**config.mk**
```make
export PLATFORM = sky130hd
export DESIGN_NAME = iiitb_rv32i_ifetch
export DESIGN_NICKNAME = d
export VERILOG_FILES = /design/src/rtl/iiitb_rv32i_ifetch.sv
export SDC_FILE = /design/constraint.sdc
export NUM_CORES = 1
export LEC_CHECK = 0
export BUFFER_PORTS_ARGS = -buffer_cell sky130_fd_sc_hd__buf_2
export CORE_MARGIN = 10
export CORE_UTILIZATION = 55
export DETAILED_ROUTE_END_ITERATION = 10
export PLACE_DENSITY = 0.76
export SLEW_MARGIN = 10
export SYNTH_ARGS = -nofsm -noshare
export SYNTH_HDL_FRONTEND = slang
export SYNTH_SLANG_ARGS = --single-unit
```
**constraint.sdc**
```tcl
create_clock -name clk -period 4.3 [get_ports clk]
set_clock_uncertainty 0.2 [all_clocks]
set_input_delay 0.645 -clock clk [delete_from_list [all_inputs] [get_ports clk]]
set_output_delay 0.645 -clock clk [all_outputs]
set_load 0.1 [all_outputs]
```
**src/rtl/iiitb_rv32i_ifetch.sv**
```systemverilog
// RV32I instruction fetch: word-addressed PC, prefetch queue, redirect/drop FSM.
// Optional combinational ack-to-decode bypass: define IIITB_IFETCH_BYPASS_EN.
module iiitb_rv32i_ifetch #(
  parameter int          QDEPTH   = 4,
  parameter logic [31:0] RESET_PC = 32'd0
) (
  input  logic        clk,
  input  logic        RN,
  output logic        imem_req,
  output logic [31:0] imem_addr,
  input  logic        imem_ack,
  input  logic [31:0] imem_rdata,
  input  logic        redirect,
  input  logic [31:0] redirect_pc,
  output logic        id_valid,
  output logic [31:0] id_ir,
  output logic [31:0] id_npc,
  input  logic        id_ready
);

  localparam int PW = (QDEPTH > 1) ? $clog2(QDEPTH) : 1;
  localparam int CW = PW + 1;
  localparam logic [CW-1:0] FULL   = CW'(QDEPTH);
  localparam logic [CW-1:0] ALMOST = CW'(QDEPTH - 1);

  typedef enum logic [1:0] {
    IDLE,
    FETCH,
    WAIT_FULL,
    DROP
  } state_t;

  state_t        state;
  state_t        state_nx;
  logic [31:0]   pc;
  logic [31:0]   pc_nx;
  logic [31:0]   pc_inc;
  logic [31:0]   tgt;
  logic [31:0]   tgt_nx;
  logic [31:0]   q_ir  [QDEPTH];
  logic [31:0]   q_npc [QDEPTH];
  logic [PW-1:0] rptr;
  logic [PW-1:0] wptr;
  logic [CW-1:0] cnt;
  logic          q_valid;
  logic          push;
  logic          pop;
  logic          flush;
  logic          byp;

  assign pc_inc  = pc + 32'd1;
  assign q_valid = (cnt != '0);
  // A redirect flushes the queue, so it overrides any pop that cycle.
  assign pop     = q_valid & id_ready & ~redirect;

  always_comb begin
    state_nx  = state;
    pc_nx     = pc;
    tgt_nx    = tgt;
    push      = 1'b0;
    flush     = 1'b0;
    byp       = 1'b0;
    imem_req  = 1'b0;
    imem_addr = pc;
    unique case (state)
      IDLE: begin
        state_nx = FETCH;
      end
      FETCH: begin
        imem_req = 1'b1;
        if (redirect) begin
          flush = 1'b1;
          if (imem_ack) begin
            pc_nx = redirect_pc;
          end else begin
            tgt_nx   = redirect_pc;
            state_nx = DROP;
          end
        end else if (imem_ack) begin
          pc_nx = pc_inc;
`ifdef IIITB_IFETCH_BYPASS_EN
          if (!q_valid && id_ready) begin
            byp = 1'b1;
          end else begin
            push = (cnt != FULL);
          end
`else
          push = (cnt != FULL);
`endif
          if (push && !pop && cnt == ALMOST) begin
            state_nx = WAIT_FULL;
          end
        end
      end
      WAIT_FULL: begin
        if (redirect) begin
          flush    = 1'b1;
          pc_nx    = redirect_pc;
          state_nx = FETCH;
        end else if (pop) begin
          state_nx = FETCH;
        end
      end
      DROP: begin
        // Old request stays on the bus until acked; its data is thrown away.
        imem_req = 1'b1;
        flush    = redirect;
        if (redirect) begin
          tgt_nx = redirect_pc;
        end
        if (imem_ack) begin
          pc_nx    = redirect ? redirect_pc : tgt;
          state_nx = FETCH;
        end
      end
      default: begin
        state_nx = IDLE;
      end
    endcase
  end

  always_comb begin
    id_valid = q_valid | byp;
    id_ir    = '0;
    id_npc   = '0;
    if (byp) begin
      id_ir  = imem_rdata;
      id_npc = pc_inc;
    end else if (q_valid) begin
      id_ir  = q_ir[rptr];
      id_npc = q_npc[rptr];
    end
  end

  always_ff @(posedge clk) begin
    if (RN) begin
      state <= IDLE;
      pc    <= RESET_PC;
      tgt   <= RESET_PC;
      rptr  <= '0;
      wptr  <= '0;
      cnt   <= '0;
    end else begin
      state <= state_nx;
      pc    <= pc_nx;
      tgt   <= tgt_nx;
      if (flush) begin
        rptr <= '0;
        wptr <= '0;
        cnt  <= '0;
      end else begin
        if (push) begin
          wptr <= wptr + PW'(1);
        end
        if (pop) begin
          rptr <= rptr + PW'(1);
        end
        cnt <= cnt + CW'(push) - CW'(pop);
      end
    end
  end

  always_ff @(posedge clk) begin
    if (push && !flush) begin
      q_ir[wptr]  <= imem_rdata;
      q_npc[wptr] <= pc_inc;
    end
  end

endmodule

```
==> flow_summary.ini, run 1 <==
[synth]
ys_warn_count = 0
syn_area_um2 = 14100
yosysSeqAreaShare = 0.653
synth_area_leaders = edfxtp_1 55%, dfxtp_1 11%, mux4_2 10%
synth_nets = 1091
synth-edff-count = 256
netlist.top_cell.by_area = edfxtp_1
yosysMostFrequentCell = edfxtp_1
async_reset_ff_frac = 0
synthCells = 1014
syn-mean-instance-area_um2 = 13.9
ys.flop_type = edfxtp_1
synth_common_cells = 256 x edfxtp_1, 126 x nand2_1, 75 x dfxtp_1
synth_cell_types = 62
synth_top_area_share = 0.547
synth-seq-cells = 331

[route]
via_count = 8677
drc = 0
met3_length_um = 2170
drtPass1Iterations = 5
wl_um = 30000
wl_met2_um = 14100
wl_met1_um = 13300
vias_per_cell = 5.72
routedWlPerCell_um = 19.8
top_layer_used = met4
ant_nets = 0
drtIter0Drc = 779

[pwr]
power.density_nw_per_um2 = 452
vdd_drop_max_mv = 0.290
leakage_nw = 5.80

[floorplan]
die_h_um = 180
ios = 167
initial_core_util = 0.559
dieWidth_um = 180
core_area_um2 = 25200
rows = 58
die_area_um2 = 32400

[place]
place_area_um2 = 15200
place_hpwl_um = 19300
dp_slack_ps = 909
io_buffers = 166
routabilityCongestion = 0.863

[worst_hold_path]
worst_hold_path_type = in2reg
holdPathStages = 1
hold_path_startpoint = imem_rdata[0]
min_to = q_ir[3][0]

[worst_setup_path]
worstSetupStartpointType = flop
r2r-end = cnt[2]
worstPathArrival_ps = 2590
crit_chain = buf_4, mux4_2, and2_1, buf_2
path_buf_inv = 2
cp_slowest_cell = dfxtp_4
cpPeakStageDelay_ps = 680
criticalPathCategory = reg2out
ff2ff_setup_slack_ps = 1220
path_delay_family = flip-flops
crit-reg2reg-launch = state[0]
reg2regPathDepth = 11
critPathMaxFanout = 24
crit_required_ps = 3450
end_kind = primary output

[grt]
grt_pass1_wl_um = 48000
grt_max_degree = 76
grt_usage = 0.182
grt-ovfl-total = 0
first_global_vias = 8788
antenna_found_initial = 0

[finish]
num_antenna_cells = 0
area_delta_synth_final_pct = 15.8
nets = 1240
fin_area_um2 = 16300
drive_gt1_frac = 0.263

[job]
drv_cap = 0

[status]
status = finished, final reports clean

[clock_tree]
post_cts_buffers = 0
cts_buffer_depth = 3
cts_resized = 0
h-tree-depth = 2
cts.hold.buffers_added = 0
cts_made_buffers = 34
clkLatencyLatePin_ps = 510
cts.sinks = 331
root_buffer = clkbuf_16
clkTransAtPathRegs_ps = 60
cts_tree = done

[timing]
finalSetupTns_ps = 0
fin_crit_sh = 0.799
finalMaxSlewViolations = 0
hold_violations = 0
post-route-min-period_ps = 3440
setup_viol = 0
rsz0062_at_grt = false
max_freq_ghz = 0.291
max_slew_margin = 0.298
worst_slack_ps = 863
max_slew.worst_pin.slew_ps = 1050
[registers in the layout (all words and copies together), names as in the netlist, named ones only]
| name | flops |
|---|---|
| rptr | 2 |
| q_npc | 128 |
| wptr | 2 |
| q_ir | 128 |
| cnt | 3 |
| imem_addr | 32 |
| state | 2 |
| tgt | 32 |
[placed cells by master, fill, tap and decap left out, drive strengths merged, types with 18 or more instances in the layout]
master and instances:
edfxtp 256, buf 182, nand2 126, dfxtp 75, and2 72, a21oi 66, nor2 64, mux4 64
clkbuf 46, o21ai 28, xnor2 26, nand3 18
[how the worst max path moves through the flow]
| stage | end | slack (ps) | cells past startpoint |
|---|---|---|---|
| final | id_ir[4] | 860 | 4 |
| after CTS | id_npc[15] | 800 | 4 |
| after global routing | id_ir[4] | 690 | 4 |
| after floorplan | q_ir[1][0] | 720 | 4 |
| after global placement | cnt[2] | 950 | 12 |
| after detailed placement | cnt[2] | 910 | 12 |
[metal layers]
metal | vias up | GRT usage
li1 | 4090 | -
met1 | 4257 | 0.251
met2 | 287 | 0.288
met3 | 43 | 0.0448
met4 | 0 | 0.0413
met5 | - | 0
[worst register-to-register path, delay by kind of cell (launching register included)]
| kind | cells | cell delay (ps) |
|---|---|---|
| simple gates | 2 | 430 |
| xor+xnor | 2 | 300 |
| fa+ha+maj | 3 | 780 |
| buf+inv | 3 | 200 |
| flops | 1 | 540 |
| compound gates | 1 | 530 |
[report_power, final]
group	switching, mW	internal, mW	total [mW]
Sequential	0.0523	3.51	3.56
Clock	1.16	1.58	2.74
Combinational	0.848	0.214	1.06
Total	2.06	5.30	7.36
[stage by stage]
stage               instances  total power [mW]  utilization  hold slack (ps)
global placement         1457              4.68        0.605              241
global route             1518              7.60        0.647              140
floorplan                1014              4.46            -              236
CTS                      1518              7.42        0.647              131
detailed placement       1457              4.69        0.605              247
finish                   1518              7.36        0.647              149
[cells by family (layout without fill, tap and decap cells)]
logic type,count (synthesis),in the layout,synth area share
AO/OA/AOI/OAI,161,161,0.0721
XOR/XNOR,35,35,0.0218
adder cells (fa/ha/maj),8,8,0.00765
buffers and inverters,84,258,0.0243
flip-flops,331,331,0.653
multiplexers,69,69,0.106
AND/OR/NAND/NOR,326,326,0.115
[area by class of cell]
type	count	area (um2)
flip-flops and latches	331	9190
fillers	1880	8900
multi-input cells	599	4540
repair buffers	182	1030
clock buffers	46	927
well taps	330	413
clock inverters	15	120
inverters	15	56.3
Power figures use the tool's default switching activity.
==> run 2, diff against run 1 <==
==> constraint.sdc (replaced) <==
create_clock -name clk -period 3.5 [get_ports clk]
set_clock_uncertainty 0.2 [all_clocks]
set_input_delay 0.525 -clock clk [delete_from_list [all_inputs] [get_ports clk]]
set_output_delay 0.525 -clock clk [all_outputs]
set_load 0.1 [all_outputs]
==> flow_summary.ini, run 2 (synthesis results as in run 1) <==
[pwr]
power.density_nw_per_um2 = 565
leakage_nw = 5.88
vdd_drop_max_mv = 0.513

[finish]
nFillCells = 1818
layout_common_cells = 256 x edfxtp_1, 166 x buf_2, 126 x nand2_1
reg.largest.list = q_ir: 128 flops, q_npc: 128 flops
finish.utilization = 0.652
num_antenna_cells = 0
final_common_cell = edfxtp_1
drive_gt1_frac = 0.270
fin_area_um2 = 16400
nets = 1248
area_delta_synth_final_pct = 16.8

[clock_tree]
cts.hold.buffers_added = 0
root_buffer = clkbuf_16
clkLatencyLatePin_ps = 520
cts_tree = done
cts_made_buffers = 34
clkTransAtPathRegs_ps = 60
cts_buffer_depth = 3
post_cts_buffers = 0
h-tree-depth = 2
cts.sinks = 331
cts_resized = 0

[route]
wl_met2_um = 14100
vias_per_cell = 5.71
top_layer_used = met4
drtPass1Iterations = 5
ant_nets = 0
via_count = 8708
wl_um = 30300
wl_met1_um = 13400
drc = 0
routedWlPerCell_um = 19.9
drtIter0Drc = 794
met3_length_um = 2400

[floorplan]
rows = 58
die_h_um = 180
initial_core_util = 0.559
core_area_um2 = 25200
ios = 167
die_area_um2 = 32400
dieWidth_um = 180

[timing]
max_slew_margin = 0.288
hold_violations = 0
rsz0062_at_grt = false
finalSetupTns_ps = 0
fin_crit_sh = 0.890
max_slew.worst_pin.slew_ps = 1070
max_freq_ghz = 0.321
finalMaxSlewViolations = 0
holdWs_ps = 23.2
post-route-min-period_ps = 3120
setup_viol = 0

[grt]
grt_pass1_wl_um = 48200
first_global_vias = 8533
grt_usage = 0.183
grt-ovfl-total = 0
antenna_found_initial = 0
grt_max_degree = 67

[worst_setup_path]
critPathMaxFanout = 64
worstSetupStartpointType = flop
crit_chain = buf_12, mux4_2, and2_1, buf_2
end_kind = primary output
crit_required_ps = 2770
cpPeakStageDelay_ps = 580
worstPathArrival_ps = 2390
criticalPathCategory = reg2out
cp_slowest_cell = mux4_2

[place]
routabilityCongestion = 0.813
io_buffers = 166
place_hpwl_um = 19600
place_area_um2 = 15300

[worst_hold_path]
worst_hold_path_type = in2reg

[status]
status = finished, final reports clean

[job]
drv_cap = 0
## run 2: changes by cell type in the layout (fill, tap and decap cells not counted), moves of 2 or more
cell	previous run	this run
clkbuf_1	10	4
bufinv_16	1	4
clkinv_8	2	0
clkinvlp_4	0	2
buf_4	10	17
clkinv_1	5	8
## run 2: where the power goes
| part | total, mW | internal [mW] | switching, mW |
|---|---|---|---|
| registers | 4.36 | 4.31 | 0.0580 |
| clock network | 3.60 | 2.14 | 1.46 |
| logic | 1.32 | 0.266 | 1.05 |
## run 2: layout make-up
class	instances	area, um2	share of cell area
Clock inverter	22	228	0.0139
Multi-Input combinational cell	599	4540	0.277
Timing Repair Buffer	190	1100	0.0669
Sequential cell	331	9190	0.560
Clock buffer	39	891	0.0542
Tap cell	330	413	0.0251
Inverter	15	56.3	0.00343
## run 2: final timing paths
path,startpoint,endpoint,slack [ps],cells past startpoint
max,flop,id_ir[27],380,4
min,imem_rdata[7],q_ir[3][7],20,1
max reg2reg,state[0],cnt[2],550,12
min reg2reg,tgt[8],tgt[8],250,2
## run 2: stage by stage
step                std cells  setup WS, ps  power [mW]
finish                   1526           385        9.28
global route             1526           215        9.58
CTS                      1526           325        9.37
detailed placement       1465           539        5.77
global placement         1465           619        5.75
floorplan                1014          41.0        5.48
## run 2: routing by layer
metal / global-route usage / vias to the layer above
li1: - / 4127
met1: 0.252 / 4239
met2: 0.284 / 299
met3: 0.0498 / 43
met4: 0.0440 / 0
met5: 0 / -
## run 2: worst max-delay path, delay by kind of cell (launching register included)
family | cells | cell delay (ps)
buffers and inverters | 2 | 690
multiplexers | 1 | 580
flip-flops | 1 | 350
AND/OR/NAND/NOR | 1 | 180
==> run 3, diff against run 2 <==
--- a/config.mk
+++ b/config.mk
@@ -6,7 +6,7 @@
 export NUM_CORES = 1
 export LEC_CHECK = 0
 export BUFFER_PORTS_ARGS = -buffer_cell sky130_fd_sc_hd__buf_2
-export CORE_MARGIN = 10
+export CORE_MARGIN = 5
 export CORE_UTILIZATION = 55
 export DETAILED_ROUTE_END_ITERATION = 10
 export PLACE_DENSITY = 0.76
==> flow_summary.ini, run 3 (synthesis results as in run 1) <==
[status]
status = finished, final reports clean

[route]
via_count = 8645
drc = 0
vias_per_cell = 5.65
drtPass1Iterations = 5
wl_um = 29500
ant_nets = 0
drtIter0Drc = 828
routedWlPerCell_um = 19.3

[finish]
drive_gt1_frac = 0.274
nets = 1251
reg.largest.list = q_ir: 128 flops, q_npc: 128 flops
nFillCells = 1843
area_delta_synth_final_pct = 17.3
seqCellArea_um2 = 9190
final_cells = 1529
num_antenna_cells = 0
layout_common_cells = 256 x edfxtp_1, 166 x buf_2, 126 x nand2_1
fin_area_um2 = 16500
final_common_cell = edfxtp_1
multiInputGateArea_um2 = 4540

[clock_tree]
root_buffer = clkbuf_16
cts_made_buffers = 36
post_cts_buffers = 0
cts_buffer_depth = 3
cts_resized = 0
clkTransAtPathRegs_ps = 60
clkLatencyLatePin_ps = 510
cts_tree = done
h-tree-depth = 2
cts.hold.buffers_added = 0
cts.sinks = 331

[timing]
max_slew.worst_pin.slew_ps = 1070
finalSetupTns_ps = 0
rsz0062_at_grt = false
max_slew_margin = 0.286
setup_viol = 0
fin_crit_sh = 0.897
post-route-min-period_ps = 3140
max_freq_ghz = 0.318
finalMaxSlewViolations = 0
hold_violations = 0

[grt]
first_global_vias = 8657
grt_max_degree = 67
grt_pass1_wl_um = 46600
grt_usage = 0.203
grt-ovfl-total = 0
antenna_found_initial = 0

[worst_setup_path]
cp_slowest_cell = dfxtp_4
end_kind = primary output
criticalPathCategory = reg2out
critPathMaxFanout = 28
crit_chain = buf_12, mux4_2, and2_1, buf_2
worstSetupStartpointType = flop
crit_required_ps = 2770
crit-reg2reg-launch = state[0]
r2r-end = cnt[2]
reg2regPathDepth = 12
worstPathArrival_ps = 2420
cpPeakStageDelay_ps = 580
ff2ff_setup_slack_ps = 760

[pwr]
intPower_mw = 6.87
pwr-share-comb = 0.139
power_frac_seq = 0.463
leakage_nw = 5.92
pwr-share-clk = 0.398
p_sw_mw = 2.56
vdd_drop_max_mv = 0.349
p_sw_frac = 0.272
power.density_nw_per_um2 = 572

[floorplan]
dieWidth_um = 170
rows = 58
initial_core_util = 0.559
core_area_um2 = 25200
die_area_um2 = 28900
die_h_um = 170
ios = 167

[worst_hold_path]
worst_hold_path_type = in2reg
hold_path_startpoint = imem_rdata[7]
min_to = q_ir[3][7]
holdPathStages = 1

[job]
drv_cap = 0

[place]
place_area_um2 = 15300
place_hpwl_um = 18700
routabilityCongestion = 0.782
placed_cells = 1466
io_buffers = 166
==> run 3: cell types whose count changed in the layout (fill, tap and decap cells not counted), moves of 2 or more <==
cell       before  now
clkinv_2        5    8
clkinv_1        8    4
clkbuf_16      35   37
clkbuf_8        0    3
==> run 3: how the worst max path moves through the flow <==
stage	from	to	slack, ps	depth (start not counted)
3_5_place_dp	redirect	cnt[2]	610	13
6_report	flop	id_npc[12]	360	4
5_1_grt	flop	id_npc[12]	190	4
4_1_cts	flop	id_npc[12]	280	4
2_1_floorplan	redirect	q_ir[1][0]	40	4
3_3_place_gp	redirect	cnt[2]	690	13
==> run 3: worst max-delay path: cells and delay by family, from the launching register on <==
kind | cells | cell delay [ps]
mux | 1 | 520
buf+inv | 2 | 600
simple gates | 1 | 200
flops | 1 | 580
==> run 3: final cells by class <==
class	count	share of cell area
Tap cell	330	0.0250
Multi-Input combinational cell	599	0.276
Sequential cell	331	0.557
Clock buffer	45	0.0598
Clock inverter	18	0.0118
Inverter	15	0.00341
Timing Repair Buffer	191	0.0671
==> run 3: stage by stage <==
| stage | hold slack, ps | util | worst slack (ps) | power (mW) |
|---|---|---|---|---|
| final | 39.5 | 0.655 | 359 | 9.43 |
| after global routing | 27.6 | 0.655 | 186 | 9.77 |
| after CTS | 15.6 | 0.655 | 277 | 9.52 |
| after detailed placement | 247 | 0.608 | 610 | 5.77 |
| after global placement | 241 | 0.608 | 689 | 5.75 |
| after floorplan | 236 | - | 41.0 | 5.48 |
==> run 3: metal layers <==
metal	track usage	up-vias	wire, um
met5	0	-	0
met4	0.0556	0	548
met3	0.0427	44	2300
met2	0.328	308	13800
met1	0.285	4174	12800
li1	-	4119	-
==> run 3: power groups by stage <==
stage	Clock [mW]	Sequential (mW)	Combinational [mW]
floorplan	0	4.58	0.898
global placement	0	4.45	1.30
detailed placement	0	4.45	1.32
CTS	3.83	4.37	1.32
global route	4.01	4.38	1.38
finish	3.75	4.37	1.31
